--- src/rtl/cnn_pkg.sv ---
// ---------------------------------------------------------------------------
// cnn_pkg
//   Definitions shared by the line buffer controller and its neighbours:
//   the controller FSM state encoding, the minimum legal frame dimension and
//   the DRAIN timeout formula.
// ---------------------------------------------------------------------------
package cnn_pkg;

    // Controller FSM states.
    typedef enum logic [2:0] {
        ST_IDLE   = 3'd0,
        ST_PRIME  = 3'd1,
        ST_STREAM = 3'd2,
        ST_DRAIN  = 3'd3,
        ST_DONE   = 3'd4
    } lb_state_e;

    // Smallest legal row width and frame height: a 3x3 window needs three of
    // each.
    localparam int MIN_DIM = 3;

    // Upper bound on DRAIN cycles for a row width W. The line buffer holds at
    // most two full rows once streaming stops, so 3*W+3 leaves generous slack
    // before the controller gives up and flags an error.
    function automatic int drain_timeout(input int width);
        return 3 * width + 3;
    endfunction

endpackage

--- src/rtl/line_buffer_ctrl.sv ---
// ---------------------------------------------------------------------------
// line_buffer_ctrl
//   Sequencing controller for a triple-FIFO 3x3 line buffer. A frame is started
//   with a one-cycle start pulse that latches the row width W and the frame
//   height H. The controller first primes two full rows into the buffer
//   (write only), then streams the remaining rows (write + read/shift each
//   accepted pixel), announcing every complete 3x3 window, and finally drains
//   the buffer before pulsing done.
//
//   Handshake: an upstream pixel transfers on a rising edge where
//   s_valid && s_ready. s_ready does not depend on s_valid. fifo_wen/fifo_ren
//   are combinational from the transfer so the line buffer moves on the same
//   edge that accepts the pixel.
//
// Ports
//   clk               clock, rising edge
//   rst               synchronous active-high reset
//   start             one-cycle frame start, latches cfg_width/cfg_height
//   cfg_width         row width W (3..2^ADDR_BIT)
//   cfg_height        frame height H (>=3)
//   s_valid/s_ready   upstream pixel handshake
//   fifo_wen          line buffer write enable
//   fifo_ren          line buffer read/shift enable
//   fifo_depth        latched W, drives the line buffer depth
//   fifo_empty        per-row empty flags from the line buffer
//   fifo_almost_full  per-row almost-full flags from the line buffer
//   win_valid         one-cycle pulse: full 3x3 window on the taps
//   win_row/win_col   position of the window's bottom-right pixel
//   busy              high whenever the FSM is not idle
//   done              one-cycle end-of-frame (or rejected start) pulse
//   err               sticky error flag
// ---------------------------------------------------------------------------
module line_buffer_ctrl
    import cnn_pkg::*;
#(
    parameter int ADDR_BIT = 3,
    parameter int ROW_BITS = 16
) (
    input  logic                clk,
    input  logic                rst,
    input  logic                start,
    input  logic [ADDR_BIT:0]   cfg_width,
    input  logic [ROW_BITS-1:0] cfg_height,
    input  logic                s_valid,
    output logic                s_ready,
    output logic                fifo_wen,
    output logic                fifo_ren,
    output logic [ADDR_BIT:0]   fifo_depth,
    input  logic [2:0]          fifo_empty,
    input  logic [2:0]          fifo_almost_full,
    output logic                win_valid,
    output logic [ROW_BITS-1:0] win_row,
    output logic [ADDR_BIT:0]   win_col,
    output logic                busy,
    output logic                done,
    output logic                err
);

    localparam int CW = ADDR_BIT + 1;   // width / column counter width
    localparam int PW = ADDR_BIT + 2;   // prime counter: counts up to 2*W
    localparam int DW = ADDR_BIT + 3;   // drain counter: counts up to 3*W+3

    localparam logic [CW-1:0]       MAX_W   = CW'(1 << ADDR_BIT);
    localparam logic [CW-1:0]       MIN_W   = CW'(MIN_DIM);
    localparam logic [ROW_BITS-1:0] MIN_H   = ROW_BITS'(MIN_DIM);
    // Streaming begins on the third row of the frame.
    localparam logic [ROW_BITS-1:0] FIRST_STREAM_ROW = ROW_BITS'(2);

    // ---------------------------------------------------------------------
    // State and registers
    // ---------------------------------------------------------------------
    lb_state_e           state_q,     state_d;
    logic [CW-1:0]       width_q,     width_d;
    logic [ROW_BITS-1:0] height_q,    height_d;
    logic [PW-1:0]       prime_cnt_q, prime_cnt_d;
    logic [CW-1:0]       col_q,       col_d;
    logic [ROW_BITS-1:0] row_q,       row_d;
    logic [DW-1:0]       drain_cnt_q, drain_cnt_d;
    logic                err_q,       err_d;
    logic                cfg_done_q,  cfg_done_d;   // done pulse after a rejected start
    logic                win_valid_q, win_valid_d;
    logic [ROW_BITS-1:0] win_row_q,   win_row_d;
    logic [CW-1:0]       win_col_q,   win_col_d;

    // Combinational handshake / line buffer controls before reset gating.
    logic s_ready_c;
    logic wen_c;
    logic ren_c;

    logic          cfg_ok;
    logic [PW-1:0] prime_last;
    logic [DW-1:0] drain_last;

    // Only the top row's almost-full flag matters: it is the row that fills
    // first while priming. The others are kept for interface symmetry.
    logic unused_af;
    assign unused_af = ^fifo_almost_full[1:0];

    assign cfg_ok = (cfg_width >= MIN_W) && (cfg_width <= MAX_W) &&
                    (cfg_height >= MIN_H);

    // Priming writes exactly two rows: the last prime pixel is index 2*W-1.
    assign prime_last = ({1'b0, width_q} << 1) - PW'(1);
    assign drain_last = DW'(drain_timeout(int'(width_q)) - 1);

    // ---------------------------------------------------------------------
    // State register
    // ---------------------------------------------------------------------
    always_ff @(posedge clk) begin
        if (rst) begin
            state_q     <= ST_IDLE;
            width_q     <= '0;
            height_q    <= '0;
            prime_cnt_q <= '0;
            col_q       <= '0;
            row_q       <= '0;
            drain_cnt_q <= '0;
            err_q       <= 1'b0;
            cfg_done_q  <= 1'b0;
            win_valid_q <= 1'b0;
            win_row_q   <= '0;
            win_col_q   <= '0;
        end else begin
            state_q     <= state_d;
            width_q     <= width_d;
            height_q    <= height_d;
            prime_cnt_q <= prime_cnt_d;
            col_q       <= col_d;
            row_q       <= row_d;
            drain_cnt_q <= drain_cnt_d;
            err_q       <= err_d;
            cfg_done_q  <= cfg_done_d;
            win_valid_q <= win_valid_d;
            win_row_q   <= win_row_d;
            win_col_q   <= win_col_d;
        end
    end

    // ---------------------------------------------------------------------
    // Next-state and output logic
    // ---------------------------------------------------------------------
    always_comb begin
        state_d     = state_q;
        width_d     = width_q;
        height_d    = height_q;
        prime_cnt_d = prime_cnt_q;
        col_d       = col_q;
        row_d       = row_q;
        drain_cnt_d = drain_cnt_q;
        err_d       = err_q;
        cfg_done_d  = 1'b0;
        win_valid_d = 1'b0;
        win_row_d   = win_row_q;
        win_col_d   = win_col_q;
        s_ready_c   = 1'b0;
        wen_c       = 1'b0;
        ren_c       = 1'b0;

        unique case (state_q)
            ST_IDLE: begin
                if (start) begin
                    if (cfg_ok) begin
                        width_d     = cfg_width;
                        height_d    = cfg_height;
                        err_d       = 1'b0;
                        prime_cnt_d = '0;
                        state_d     = ST_PRIME;
                    end else begin
                        // Rejected start: stay idle but report it.
                        err_d      = 1'b1;
                        cfg_done_d = 1'b1;
                    end
                end
            end

            ST_PRIME: begin
                s_ready_c = 1'b1;
                if (s_valid) begin
                    wen_c = 1'b1;
                    // The write still goes ahead; the overflow is only flagged.
                    if (fifo_almost_full[2]) begin
                        err_d = 1'b1;
                    end
                    if (prime_cnt_q == prime_last) begin
                        col_d   = '0;
                        row_d   = FIRST_STREAM_ROW;
                        state_d = ST_STREAM;
                    end else begin
                        prime_cnt_d = prime_cnt_q + PW'(1);
                    end
                end
            end

            ST_STREAM: begin
                s_ready_c = 1'b1;
                if (s_valid) begin
                    wen_c = 1'b1;
                    ren_c = 1'b1;
                    // Columns 0 and 1 of a row lack a left neighbourhood.
                    if (col_q >= CW'(2)) begin
                        win_valid_d = 1'b1;
                        win_row_d   = row_q;
                        win_col_d   = col_q;
                    end
                    if (col_q == width_q - CW'(1)) begin
                        col_d = '0;
                        if (row_q == height_q - ROW_BITS'(1)) begin
                            drain_cnt_d = '0;
                            state_d     = ST_DRAIN;
                        end else begin
                            row_d = row_q + ROW_BITS'(1);
                        end
                    end else begin
                        col_d = col_q + CW'(1);
                    end
                end
            end

            ST_DRAIN: begin
                if (fifo_empty == 3'b111) begin
                    state_d = ST_DONE;
                end else begin
                    ren_c = 1'b1;
                    if (drain_cnt_q == drain_last) begin
                        err_d   = 1'b1;
                        state_d = ST_DONE;
                    end else begin
                        drain_cnt_d = drain_cnt_q + DW'(1);
                    end
                end
            end

            ST_DONE: begin
                state_d = ST_IDLE;
            end

            default: begin
                state_d = ST_IDLE;
            end
        endcase
    end

    // ---------------------------------------------------------------------
    // Outputs: forced low for the whole time rst is high, including the
    // cycle in which it first rises.
    // ---------------------------------------------------------------------
    assign s_ready    = !rst && s_ready_c;
    assign fifo_wen   = !rst && wen_c;
    assign fifo_ren   = !rst && ren_c;
    assign fifo_depth = rst ? '0 : width_q;
    assign win_valid  = !rst && win_valid_q;
    assign win_row    = rst ? '0 : win_row_q;
    assign win_col    = rst ? '0 : win_col_q;
    assign busy       = !rst && (state_q != ST_IDLE);
    assign done       = !rst && ((state_q == ST_DONE) || cfg_done_q);
    assign err        = !rst && err_q;

endmodule

--- config.mk ---
export PLATFORM = sky130hd
export DESIGN_NAME = line_buffer_ctrl
export DESIGN_NICKNAME = d
export VERILOG_FILES = /design/src/rtl/cnn_pkg.sv /design/src/rtl/line_buffer_ctrl.sv
export SDC_FILE = /design/constraint.sdc
export NUM_CORES = 1
export LEC_CHECK = 0
export ABC_AREA = 0
export ABC_CLOCK_PERIOD_IN_PS = 4000
export CORE_AREA = 8 8 109 111
export DETAILED_ROUTE_END_ITERATION = 12
export DIE_AREA = 0 0 117 119
export PLACE_DENSITY = 0.66
export SLEW_MARGIN = 40
export SYNTH_ARGS = -nofsm -noshare
export SYNTH_HDL_FRONTEND = slang
export SYNTH_SLANG_ARGS = --single-unit
--- constraint.sdc ---
create_clock -name clk -period 4 [get_ports clk]
set_clock_uncertainty 0.1 [all_clocks]
set_input_delay 0.4 -clock clk [delete_from_list [all_inputs] [get_ports clk]]
set_output_delay 0.4 -clock clk [all_outputs]
set_load 0.05 [all_outputs]
== After elaboration in Yosys (flattened, before gate mapping) ==
Cells that the tools add are included.
Operators by class
  add/sub/neg operators: 9
  multiply operators: 1
  div/mod/pow operators: 0
  magnitude comparators: 4
  eq/ne operators: 23
  shifts and indexed selects: 0
  mux-type cells: 48
  bitwise gates (word level): 4
  reductions and logical operators: 28
Operators with widths (count)
  2-to-1 mux 16 bit: 6
  case mux 16 bit (2 select lines): 1
  2-to-1 mux 6 bit: 5
  2-to-1 mux 3 bit: 9
  inequality test 2 bit (second input constant): 13
  2-to-1 mux 4 bit: 6
  2-to-1 mux 5 bit: 4
  AND reduction 6 bit: 3
  adder 16 x 1 -> 16 bit (second input constant): 1
  equality test 16 bit: 1
  greater-or-equal comparator 16 x 2 -> 1 bit (second input constant): 1
  subtractor 16 x 1 -> 16 bit (second input constant): 1
  case mux 3 bit (4 select lines): 1
  case mux 6 bit (2 select lines): 1
  2-to-1 mux 1 bit: 11
  case mux 5 bit (2 select lines): 1
  logical AND 1 bit: 9
  greater-or-equal comparator 4 x 2 -> 1 bit (second input constant): 2
  case mux 4 bit (2 select lines): 1
  AND reduction 8 bit: 1
  adder 6 x 1 -> 6 bit (second input constant): 1
  adder 6 x 2 -> 6 bit (second input constant): 1
  equality test 3 x 2 -> 1 bit (second input constant): 2
  equality test 3 bit (second input constant): 2
  25 further kinds: 33
Storage, ports and cells
  register bits: 77
  latch bits: 0
  memory bits (writable): 0
  bits in read-only memories: 0
  input port bits: 30
  output and inout port bits: 31
  logic and storage cells: 129
  memories kept: 0

== Longest topological paths before layout ==
  word-level depth: 7
  mapped depth: 14
  gate-level depth less buffers: 14

== Worst setup path after synthesis ==
OpenSTA, ideal clock, no wires.
  path type: reg-to-reg
  from: register height_q[0]
  to: register drain_cnt_q[4]
  setup time: 70 ps
  data arrival time: 2870 ps
  data required time: 3830 ps
  setup slack: 960 ps
  cell stages (with the launch flop): 13
  buffers on the path: 2
  clock period less this slack: 3040 ps
  cells stage by stage: dfxtp_1 -> clkbuf_1 -> inv_1 -> ha_1 -> or3b_2 -> nor4_1 -> xnor2_1 -> o2111ai_1 -> nor4_2 -> a21oi_2 -> buf_6 -> or3_1 -> a21oi_1
On the way
  cells in the longest elaborated chain, start to end: 4
RTL lines
  start: declaration: RTL line line_buffer_ctrl.sv:74  | logic [ROW_BITS-1:0] height_q, height_d;
  start signal: assignment: RTL line line_buffer_ctrl.sv:126  | height_q <= height_d;
  subtractor 16 x 1 -> 16 bit: RTL line line_buffer_ctrl.sv:207  | if (row_q == height_q - ROW_BITS'(1)) begin
  equality test 16 bit: RTL line line_buffer_ctrl.sv:207
  inequality test 2 bit (no line)
  AND reduction 6 bit (no line)
  end signal: assignment: RTL line line_buffer_ctrl.sv:130  | drain_cnt_q <= drain_cnt_d;
  end: declaration: RTL line line_buffer_ctrl.sv:78  | logic [DW-1:0] drain_cnt_q, drain_cnt_d;
Every way passes these cells.
A chain may end at the register's enable or synchronous reset.

== Final worst setup path ==
  from: register height_q[0]
  to: register state_q[0]
On the way
  cells in the longest elaborated chain, start to end: 4
RTL lines
  subtractor 16 x 1 -> 16 bit: RTL line line_buffer_ctrl.sv:207
  equality test 16 bit: RTL line line_buffer_ctrl.sv:207
  inequality test 2 bit (no line)
  AND reduction 8 bit (no line)
  end signal: assignment: RTL line line_buffer_ctrl.sv:124  | state_q <= state_d;
  end: declaration: RTL line line_buffer_ctrl.sv:72  | lb_state_e state_q, state_d;
Every way passes these cells.

==> results.py <==
metrics = {
    "run_status": {
        "outcome": "finished, final reports clean",
    },
    "global_routing": {
        "antenna_found_initial": 0,
        "grt_pass1_vias": 3726,
        "grt.overflow.total": 0,
        "grt_max_degree": 44,
        "grt_pass1_wl_um": 18330,
        "grt.total_usage": 0.1618,
    },
    "hold_path": {
        "hp-start": "win_col_q[1]$_SDFFE_PP0P_",
        "holdCritPathClass": "reg -> reg",
        "worstHoldPathCells": 2,
        "hold-path-endpoint": "win_col_q[1]$_SDFFE_PP0P_",
    },
    "logic_synthesis": {
        "yosysWarnings": 0,
        "yosys_register_bits": 77,
        "synth_nets": 570,
        "synth_top_area_share": 0.3471,
        "ys_async_sr_fraction": 0,
        "synth-edff-count": 0,
        "synth_top_flop_cell": "dfxtp_1",
        "avgSynthCellArea_um2": 8.474,
        "seq_area_frac_synth": 0.3471,
        "synth_area_mm2": 0.004441,
        "yosys.area.top_type": "dfxtp_1",
        "synth_most_common_cell": "dfxtp_1",
        "syn_inst": 524,
        "yosys-top-cells-area": "dfxtp_1 35%, nor2_1 5.4%, xnor2_1 4.3%",
        "netlist_top_cells_count": "77 x dfxtp_1, 64 x nor2_1, 30 x a21oi_1",
        "synth_cell_types": 58,
    },
    "worst_setup_path": {
        "reg2reg_depth": 10,
        "cp_data_arrival_time_ns": 3.55,
        "endpoint_kind": "flip-flop",
        "r2r_setup_slack_ns": 0.63,
        "timing.rr.end": "state_q[0]$_SDFFE_PP0P_",
        "required_ns": 4.19,
        "crit_type": "reg -> reg",
        "rr_startpoint": "height_q[0]$_SDFFE_PP0P_",
        "path_max_fanout": 14,
        "cp-start-kind": "flip-flop",
    },
    "final_layout": {
        "area_growth_pct": 18.91,
        "drive_gt1_frac": 0.06294,
        "postLayoutCoreUtil": 0.5232,
        "n_fill_cell": 978,
        "nNetsFinal": 613,
        "antenna-diode-count": 0,
    },
    "clock_network": {
        "cts_tree": "built",
        "cts_buffers": 9,
        "cts-resized-gates": 0,
        "clockBufferDepth": 2,
        "cts_root_buf": "clkbuf_8",
        "clkSinkCount": 77,
        "h-tree-depth": 3,
        "hold_buffers": 0,
        "clk_pin_slew_ns": 0.08,
        "cts_setup_buffers": 0,
        "clock_latency_ns": 0.36,
    },
    "power": {
        "p_leak_nw": 2.055,
        "vdd_ir_drop_max_mv": 0.1619,
        "design_power_total_mw": 2.153,
        "power-per-cell-area_mw_per_mm2": 407.8,
    },
    "placement": {
        "numPortBuffers": 58,
        "gp_congestion": 0.8639,
        "dpl.hpwl_um": 8079,
    },
    "die": {
        "num_rows": 37,
        "die_h_um": 119,
        "ios": 61,
        "die-area_mm2": 0.01392,
        "fp.dieW_um": 117,
        "core_mm2": 0.01009,
        "initial_core_util": 0.4400,
    },
    "timing": {
        "finalSetupViolations": 0,
        "setup_tns_ns": 0,
        "worst_pin_slew_ns": 0.6677,
        "max_slew_margin": 0.5539,
        "post-route-period-util": 0.8417,
        "report.final.slew_viol_count": 0,
        "fmax_mhz": 297.0,
        "holdWs_ns": 0.3543,
        "rsz0062_at_grt": "false",
        "finalHoldViolCount": 0,
        "min_period_ns": 3.367,
    },
    "route": {
        "drt_iter0_markers": 239,
        "drt-pass1-iter-count": 5,
        "routedWlPerCell_um": 15.29,
        "dr_total_vias": 3844,
        "drc": 0,
        "routed_wl_um": 10830,
        "ant_nets": 0,
        "vias_per_cell": 5.429,
    },
    "job": {
        "cap_violations": 0,
    },
}
[worst max-delay path: stages (launching register included)]
cell	delay (ns)
dfxtp_1	0.39
inv_1	0.09
ha_1	0.19
nor3b_1	0.58
nand2_1	0.24
nor3_1	0.23
a211oi_1	0.08
nor4_2	0.48
a21oi_2	0.27
or4_1	0.52
a21oi_1	0.13
[cell families (layout without fill, tap and decap cells)]
| group | count (synthesis) | count (layout) | share of synthesized area |
|---|---|---|---|
| compound gates | 99 | 99 | 0.1527 |
| xor+xnor | 46 | 46 | 0.09693 |
| fa+ha+maj | 16 | 16 | 0.04677 |
| buf+inv | 50 | 98 | 0.04677 |
| flops | 77 | 77 | 0.3471 |
| mux | 19 | 19 | 0.04339 |
| simple gates | 217 | 217 | 0.2663 |
[metal layers]
layer  vias to the layer above  wire, um  global-route usage
li1                       1951         -                   -
met1                      1805      5422              0.2181
met2                        78      4688              0.2422
met3                        10       593             0.04447
met4                         0       123             0.05364
met5                         -         0                   0
[worst max-delay path by stage]
stage	startpoint	endpoint	slack (ns)	cells past startpoint
after CTS	height_q[0]$_SDFFE_PP0P_	state_q[0]$_SDFFE_PP0P_	0.60	10
final	height_q[0]$_SDFFE_PP0P_	state_q[0]$_SDFFE_PP0P_	0.63	10
after global placement	height_q[0]$_SDFFE_PP0P_	state_q[0]$_SDFFE_PP0P_	0.67	10
after floorplan	height_q[0]$_SDFFE_PP0P_	drain_cnt_q[4]$_SDFFE_PP0P_	0.96	12
after detailed placement	height_q[0]$_SDFFE_PP0P_	state_q[0]$_SDFFE_PP0P_	0.61	10
after global routing	height_q[0]$_SDFFE_PP0P_	row_q[15]$_SDFFE_PP0P_	0.24	10
[layout make-up]
type	count	area, um2	share of cell area
clock buffers	9	123.9	0.02346
well taps	136	170.2	0.03223
repair buffers	63	613.1	0.1161
flip-flops and latches	77	1541	0.2919
clock inverters	7	61.31	0.01161
multi-input cells	397	2699	0.5111
inverters	19	71.32	0.01351
[where the power goes]
part           leakage, nW  internal, mW  switching (mW)
clock               0.0892         0.238           0.327
combinational         1.34         0.297           0.402
sequential           0.623         0.812          0.0778
[per-stage QoR]
step                area (um2)  worst slack [ns]  std cells
floorplan                 4441            0.9599        524
global placement          5095            0.6669        692
detailed placement        5095            0.6121        692
CTS                       5280            0.5998        708
global route              5280            0.2430        708
finish                    5280            0.6331        708
[layout by cell type (no fill, tap or decap), types with 3 or more instances in the layout]
| cell | netlist | final |
|---|---|---|
| nor2b_1 | 24 | 24 |
| and3_1 | 11 | 11 |
| o21ai_0 | 14 | 14 |
| clkbuf_8 | 0 | 9 |
| nand3_1 | 12 | 12 |
| nand4b_1 | 3 | 3 |
| or3_1 | 8 | 8 |
| o31ai_1 | 5 | 5 |
| o22a_1 | 17 | 17 |
| nor4_1 | 7 | 7 |
| inv_1 | 19 | 19 |
| nor3b_1 | 3 | 3 |
| nand4_1 | 14 | 14 |
| or4_1 | 9 | 9 |
| nor2_1 | 64 | 64 |
| and4_1 | 3 | 3 |
| a31o_2 | 3 | 3 |
| inv_6 | 0 | 4 |
| a211oi_1 | 10 | 10 |
| nand2_1 | 25 | 25 |
| nor3_1 | 10 | 10 |
| nand2b_1 | 9 | 9 |
| a21oi_1 | 30 | 30 |
| and2_1 | 4 | 4 |
| buf_4 | 1 | 5 |
| xor2_1 | 22 | 22 |
| a211o_1 | 3 | 3 |
| clkdlybuf4s50_1 | 0 | 57 |
| dfxtp_1 | 77 | 77 |
| ha_1 | 15 | 15 |
| a21o_1 | 3 | 3 |
| xnor2_1 | 22 | 22 |
| mux2i_1 | 17 | 17 |
[sequential cells by signal (all words and copies together) (netlist names), 3 cells and up]
name         count
height_q        16
row_q           16
win_row_q       16
drain_cnt_q      6
prime_cnt_q      5
col_q            4
width_q          4
win_col_q        4
state_q          3
(Power assumes the default switching activity.)
